File: config.mk
export PLATFORM = sky130hd
export DESIGN_NAME = demux_seq_1_n_flat
export DESIGN_NICKNAME = d
export VERILOG_FILES = /design/src/rtl/demux_seq_1_n_if.sv /design/src/rtl/demux_seq_1_n.sv /design/src/flat_wrapper.sv
export SDC_FILE = /design/constraint.sdc
export NUM_CORES = 1
export LEC_CHECK = 0
export CAP_MARGIN = 20
export CORE_MARGIN = 2
export CORE_UTILIZATION = 40
export CTS_CLUSTER_DIAMETER = 100
export DETAILED_ROUTE_END_ITERATION = 16
export HOLD_SLACK_MARGIN = 0.12
export PLACE_DENSITY = 0.67
export SLEW_MARGIN = 10
export SYNTH_ARGS = -nofsm -noshare
export SYNTH_HDL_FRONTEND = slang
export SYNTH_SLANG_ARGS = --single-unit
File: constraint.sdc
create_clock -name clk -period 4.5 [get_ports clk]
set_clock_uncertainty 0.15 [all_clocks]
set_input_delay 1.35 -clock clk [delete_from_list [all_inputs] [get_ports clk]]
set_output_delay 1.35 -clock clk [all_outputs]
set_load 0.005 [all_outputs]
File: src/rtl/demux_seq_1_n_if.sv
// Bus bundle for demux_seq_1_n: routed data, select/strobe/mode inputs and channel outputs.
// The controller drives through the master modport; the demux uses the slave modport.
interface demux_seq_1_n_if #(
    parameter int CHANNELS = 4,
    parameter int DATA_W   = 1
);
    localparam int SEL_W = $clog2(CHANNELS);

    logic [DATA_W-1:0]          A;
    logic [SEL_W-1:0]           input_sel;
    logic                       load;
    logic                       mode;
    logic [CHANNELS*DATA_W-1:0] out;
    logic [SEL_W-1:0]           active_sel;
    logic                       valid;
    logic                       sel_err;

    modport master (
        output A, input_sel, load, mode,
        input  out, active_sel, valid, sel_err
    );

    modport slave (
        input  A, input_sel, load, mode,
        output out, active_sel, valid, sel_err
    );
endinterface

File: src/rtl/demux_seq_1_n.sv
// Registered 1-to-N demultiplexer with manual select and round-robin auto-scan.
// Define DEMUX_SEQ_BLANK_EN to insert a one-cycle all-zero blank between scan channels.
module demux_seq_1_n #(
    parameter int CHANNELS = 4,
    parameter int DATA_W   = 1,
    parameter int DWELL    = 4
) (
    input  logic           clk,
    input  logic           reset,
    demux_seq_1_n_if.slave bus
);
    localparam int SEL_W = $clog2(CHANNELS);
    localparam int DW_W  = (DWELL > 1) ? $clog2(DWELL) : 1;

    localparam logic [SEL_W:0]   SEL_LIM  = (SEL_W + 1)'(CHANNELS);
    localparam logic [SEL_W-1:0] SEL_LAST = SEL_W'(CHANNELS - 1);
    localparam logic [SEL_W-1:0] SEL_ONE  = SEL_W'(1);
    localparam logic [DW_W-1:0]  DW_LAST  = DW_W'(DWELL - 1);
    localparam logic [DW_W-1:0]  DW_ONE   = DW_W'(1);

    typedef enum logic [1:0] {
        ST_IDLE   = 2'd0,
        ST_MANUAL = 2'd1,
        ST_SCAN   = 2'd2,
        ST_BLANK  = 2'd3
    } state_e;

    state_e                     state_q, state_d;
    logic [SEL_W-1:0]           active_sel_q, active_sel_d;
    logic [SEL_W-1:0]           next_sel_s, chan_idx_s;
    logic [DW_W-1:0]            dwell_q, dwell_d;
    logic [CHANNELS*DATA_W-1:0] out_q, out_d;
    logic                       valid_q, valid_d;
    logic                       sel_err_q, sel_err_d;
    logic                       sel_legal_s;

    // Next state, select, dwell and the output word registered on the coming edge.
    always_comb begin
        state_d      = state_q;
        active_sel_d = active_sel_q;
        dwell_d      = dwell_q;
        sel_err_d    = sel_err_q;
        out_d        = '0;
        sel_legal_s  = ({1'b0, bus.input_sel} < SEL_LIM);

        if (active_sel_q == SEL_LAST) begin
            next_sel_s = '0;
        end else begin
            next_sel_s = active_sel_q + SEL_ONE;
        end

        case (state_q)
            ST_IDLE, ST_MANUAL: begin
                if (bus.mode) begin
                    state_d = ST_SCAN;
                    dwell_d = '0;
                end else if (bus.load && sel_legal_s) begin
                    state_d      = ST_MANUAL;
                    active_sel_d = bus.input_sel;
                end else if (bus.load) begin
                    sel_err_d = 1'b1;
                end else begin
                    state_d = state_q;
                end
            end
            ST_SCAN: begin
                if (!bus.mode) begin
                    state_d = ST_MANUAL;
                    dwell_d = '0;
                end else if (dwell_q == DW_LAST) begin
                    dwell_d = '0;
`ifdef DEMUX_SEQ_BLANK_EN
                    state_d = ST_BLANK;
`else
                    active_sel_d = next_sel_s;
`endif
                end else begin
                    dwell_d = dwell_q + DW_ONE;
                end
            end
            ST_BLANK: begin
                dwell_d = '0;
                if (!bus.mode) begin
                    state_d = ST_MANUAL;
                end else begin
                    state_d      = ST_SCAN;
                    active_sel_d = next_sel_s;
                end
            end
            default: begin
                state_d      = ST_IDLE;
                active_sel_d = '0;
                dwell_d      = '0;
            end
        endcase

        // Select k drives channel CHANNELS-1-k; every other channel is held at zero.
        valid_d    = (state_d == ST_MANUAL) || (state_d == ST_SCAN);
        chan_idx_s = SEL_LAST - active_sel_d;
        for (int k = 0; k < CHANNELS; k++) begin
            if (valid_d && (chan_idx_s == SEL_W'(k))) begin
                out_d[k*DATA_W +: DATA_W] = bus.A;
            end else begin
                out_d[k*DATA_W +: DATA_W] = '0;
            end
        end
    end

    // State and output registers; reset dominates every other input.
    always_ff @(posedge clk) begin
        if (reset) begin
            state_q      <= ST_IDLE;
            active_sel_q <= '0;
            dwell_q      <= '0;
            out_q        <= '0;
            valid_q      <= 1'b0;
            sel_err_q    <= 1'b0;
        end else begin
            state_q      <= state_d;
            active_sel_q <= active_sel_d;
            dwell_q      <= dwell_d;
            out_q        <= out_d;
            valid_q      <= valid_d;
            sel_err_q    <= sel_err_d;
        end
    end

    assign bus.out        = out_q;
    assign bus.active_sel = active_sel_q;
    assign bus.valid      = valid_q;
    assign bus.sel_err    = sel_err_q;
endmodule

File: src/flat_wrapper.sv
// flat-port wrapper written by rule: the top's interface ports become plain ports
module demux_seq_1_n_flat 
#(
    parameter int CHANNELS = 4,
    parameter int DATA_W   = 1,
    parameter int DWELL    = 4
)
  (clk, reset, bus_A, bus_input_sel, bus_load, bus_mode, bus_out, bus_active_sel, bus_valid, bus_sel_err);
  demux_seq_1_n_if #(.CHANNELS(CHANNELS), .DATA_W(DATA_W)) bus_i ();
  input  logic clk;
  input  logic reset;
  input wire logic [$bits(bus_i.A)-1:0] bus_A;
  input wire logic [$bits(bus_i.input_sel)-1:0] bus_input_sel;
  input wire logic [$bits(bus_i.load)-1:0] bus_load;
  input wire logic [$bits(bus_i.mode)-1:0] bus_mode;
  output wire logic [$bits(bus_i.out)-1:0] bus_out;
  output wire logic [$bits(bus_i.active_sel)-1:0] bus_active_sel;
  output wire logic [$bits(bus_i.valid)-1:0] bus_valid;
  output wire logic [$bits(bus_i.sel_err)-1:0] bus_sel_err;
  assign bus_i.A = bus_A;
  assign bus_i.input_sel = bus_input_sel;
  assign bus_i.load = bus_load;
  assign bus_i.mode = bus_mode;
  assign bus_out = bus_i.out;
  assign bus_active_sel = bus_i.active_sel;
  assign bus_valid = bus_i.valid;
  assign bus_sel_err = bus_i.sel_err;
  demux_seq_1_n #(.CHANNELS(CHANNELS), .DATA_W(DATA_W), .DWELL(DWELL)) u_core (.clk(clk), .reset(reset), .bus(bus_i));
endmodule
==> results by group, run 1 <==
Power and ir drop
  – Leakage: between 0.2 and 0.3 nW
  – Pwr Total: between 200 and 250 uW
  – Max VDD drop: 0.0001808 V
  – Power per cell area: 298.4 nW/um^2

Logic synthesis
  – Synth Instances: 66
  – Top area cells in the synthesized netlist: dfxtp_1 (38%), a211oi_1 (10%), nor2_1 (5.2%)
  – Synth top area share: 0.3826
  – Post-synth ARST share: 0
  – Syn. warnings: 0
  – Cell taking the most area after synthesis: dfxtp_1
  – Post-synth top flop: dfxtp_1
  – Syn Nets: 75
  – Post-synth EDFFs: 0
  – Avg Cell Area, Syn: 8.720 sq um
  – Sequential share of the synthesized area: 0.3826
  – Yosys reg bits: 11
  – Cell Area, Synth: around 580 sq um
  – Synth unique cells: 27

Drt
  – Avg WL per Cell: about 12 microns
  – Vias/cell: approximately 5.6
  – Detailed Routing Iterations Pass 1: 4
  – Antenna-violating nets left: 0
  – Via count: 521
  – Final WL: between 1000 and 1500 microns
  – Residual DRC: 0
  – Drt initial violations: 12

CTS
  – Clock transition at path regs: ~0.070 ns
  – Hold_buf cts: 0
  – TritonCTS buffer count: 3
  – Worst-Skew Late Latency: between 0.2 and 0.3 ns
  – Root Buffer: clkbuf_4
  – CTS Buffer Depth: 2
  – Post-CTS setup buffer count: 0
  – Max H-tree Level: 1
  – CTS tree: yes
  – CTS Sinks: 11
  – Post_cts resized: 0

Global routing
  – Remaining Overflow, GRT: 0
  – Grt peak-use layer: met2
  – Met3 GRT Util: 0.06522
  – Pin count of the biggest net entering global routing: 13
  – All-Layer GR Usage: 0.1403
  – Global routing usage on met1: 0.1671
  – Vias in the first global route: between 400 and 500
  – Met2 GRT Util: 0.2250
  – First-pass GRT wire length: between 1500 and 2000 microns
  – Initial antenna violation count: 0

Floorplanning
  – Initial core utilization: 0.4368
  – Io pins: 15
  – Chip Height: approximately 42 microns
  – Core ar.: 1318 sq um
  – Die area: between 1500 and 2000 sq um
  – DIE WIDTH: between 40 and 50 microns
  – Rows: 13

Finish
  – Ant diodes: 0
  – Most frequent cells in the layout: clkdlybuf4s50_1 (13), dfxtp_1 (11), nor2_1 (8), a211oi_1 (8)
  – Commonest non-fill, non-tap cell in the layout: clkdlybuf4s50_1
  – Fill count: ~140
  – Layout cell share with drive strength beyond 1: 0.07692
  – Fin cells: 93
  – Final Util: 0.5461
  – Final Net Count: just under 90
  – Area growth syn-to-layout: 25.00%

Placed design
  – Routability Congestion: roughly 0.77
  – Dpl cells: slightly below 90
  – I/O Buffers: 13
  – Dpl hpwl: 865.1 microns

STA
  – Hold slack: 0.3098 ns
  – Fin. max-slew vios: 0
  – Final Critical Period: a little under 3 ns
  – Final TNS setup: 0 ns
  – Fmax: about 0.34 GHz
  – Setup violators final: 0
  – Final hold violations: 0
  – RSZ-0062 raised after global routing: false
  – Period utilisation layout: 0.6453

Worst setup path
  – Worst-path fanout max: 12
  – R2R setup slack: 2.62 ns
  – Arrival @ worst endpoint: between 1 and 1.5 ns
  – Critical-path top delay cell: clkdlybuf4s50_1
  – Crit path buffers/inverters: 1
  – Critical Path RT: approximately 3.0 ns
  – Largest stage delay, worst path: 0.58 ns
  – CP Launch Type: flip-flop
  – Crit end category: output port
  – Setup Crit Path Kind: flip-flop to output port
  – R2r worst-path depth: 5
  – Crit path max-delay family: buffers and inverters
  – Worst path cell trace: clkdlybuf4s50_1
  – End of the worst register-to-register path: u_core.bus.out[1]
  – Reg2reg start: u_core.bus.active_sel[0]

Worst hold path
  – HP Start: u_core.dwell_q[1]
  – Min-Delay Path Class: flip-flop to flip-flop
  – Hold endpoint: u_core.dwell_q[1]
  – Hold path depth: 2

Run
  – Total of max-cap violations: 0

Status
  – Status: completed
-- power breakdown --
group          leakage, nW  total, mW  internal (mW)  switching [mW]
logic                0.170     0.0392         0.0211          0.0181
clock network       0.0150     0.0666         0.0343          0.0323
registers           0.0903      0.109          0.102         0.00656
-- worst max path at each step --
stage | cells after the start | slack [ns] | start | endpoint
global route | 5 | 1.52 | bus_mode | u_core.bus.out[1]
finish | 1 | 1.60 | u_core.bus.active_sel[0] | bus_active_sel[0]
detailed placement | 5 | 1.39 | bus_mode | u_core.bus.out[1]
CTS | 1 | 1.60 | u_core.bus.active_sel[0] | bus_active_sel[0]
floorplan | 5 | 2.14 | bus_load | u_core.bus.out[1]
global placement | 5 | 1.42 | bus_mode | u_core.bus.out[1]
-- synth_stat cells, types with 2 or more instances --
master	number
a311oi_1	2
clkbuf_1	2
nand2_1	2
nor4_1	2
nor2b_1	2
a211oi_1	8
ha_1	2
nor2_1	8
inv_1	4
a21oi_1	4
nor3_1	4
dfxtp_1	11
-- final cells by class --
type                            count  area [sq um]  area share
Timing Repair Buffer               13         130.1      0.1809
Multi-Input combinational cell     46         309.0      0.4296
Tap cell                           15         18.77     0.02609
Inverter                            4         15.01     0.02087
Clock buffer                        4         26.28     0.03652
Sequential cell                    11         220.2      0.3061
-- sequential cells by signal (all words and copies together) (netlist names) --
name                   cells
u_core.bus.active_sel      2
u_core.bus.out             4
u_core.bus.valid           1
u_core.dwell_q             2
u_core.state_q             2
-- per-stage QoR --
step,setup slack [ns],area (sq um)
finish,1.596,719.4
global route,1.516,719.4
detailed placement,1.393,693.2
CTS,1.601,719.4
global placement,1.416,693.2
floorplan,2.137,575.6
-- routing by layer --
metal,routed length (microns),vias up,part of all wire
met4,12,0,0.011
met2,498,14,0.44
met3,68,2,0.060
li1,-,269,-
met5,0,-,0
met1,546,236,0.48
-- cell families (layout without fill, tap and decap cells) --
family	count (synthesis)	after routing	share of synthesized area
AO/OA/AOI/OAI	20	20	0.2674
adder cells (fa/ha/maj)	2	2	0.04347
buffers and inverters	9	21	0.08043
multiplexers	1	1	0.01739
other	1	1	0.006515
AND/OR/NAND/NOR	22	22	0.2022
flip-flops	11	11	0.3826
Note: power is estimated with default switching activity, not from simulation.
==> inputs of run 2 (changes only) <==
==> constraint.sdc (replaced) <==
create_clock -name clk -period 2.9 [get_ports clk]
set_clock_uncertainty 0.15 [all_clocks]
set_input_delay 0.87 -clock clk [delete_from_list [all_inputs] [get_ports clk]]
set_output_delay 0.87 -clock clk [all_outputs]
set_load 0.005 [all_outputs]
==> results of run 2 <==
The final DEF is identical to that of run 1. Status: completed.
Main changes from that run: setup slack after placement 1.393 ns -> 0.2734 ns; setup slack after layout 1.596 ns -> 0.4759 ns; register-to-register setup slack 2.62 ns -> 1.02 ns; total power 0.2147 mW -> 0.3331 mW; worst IR drop on VDD 0.0001808 V -> 0.0002805 V
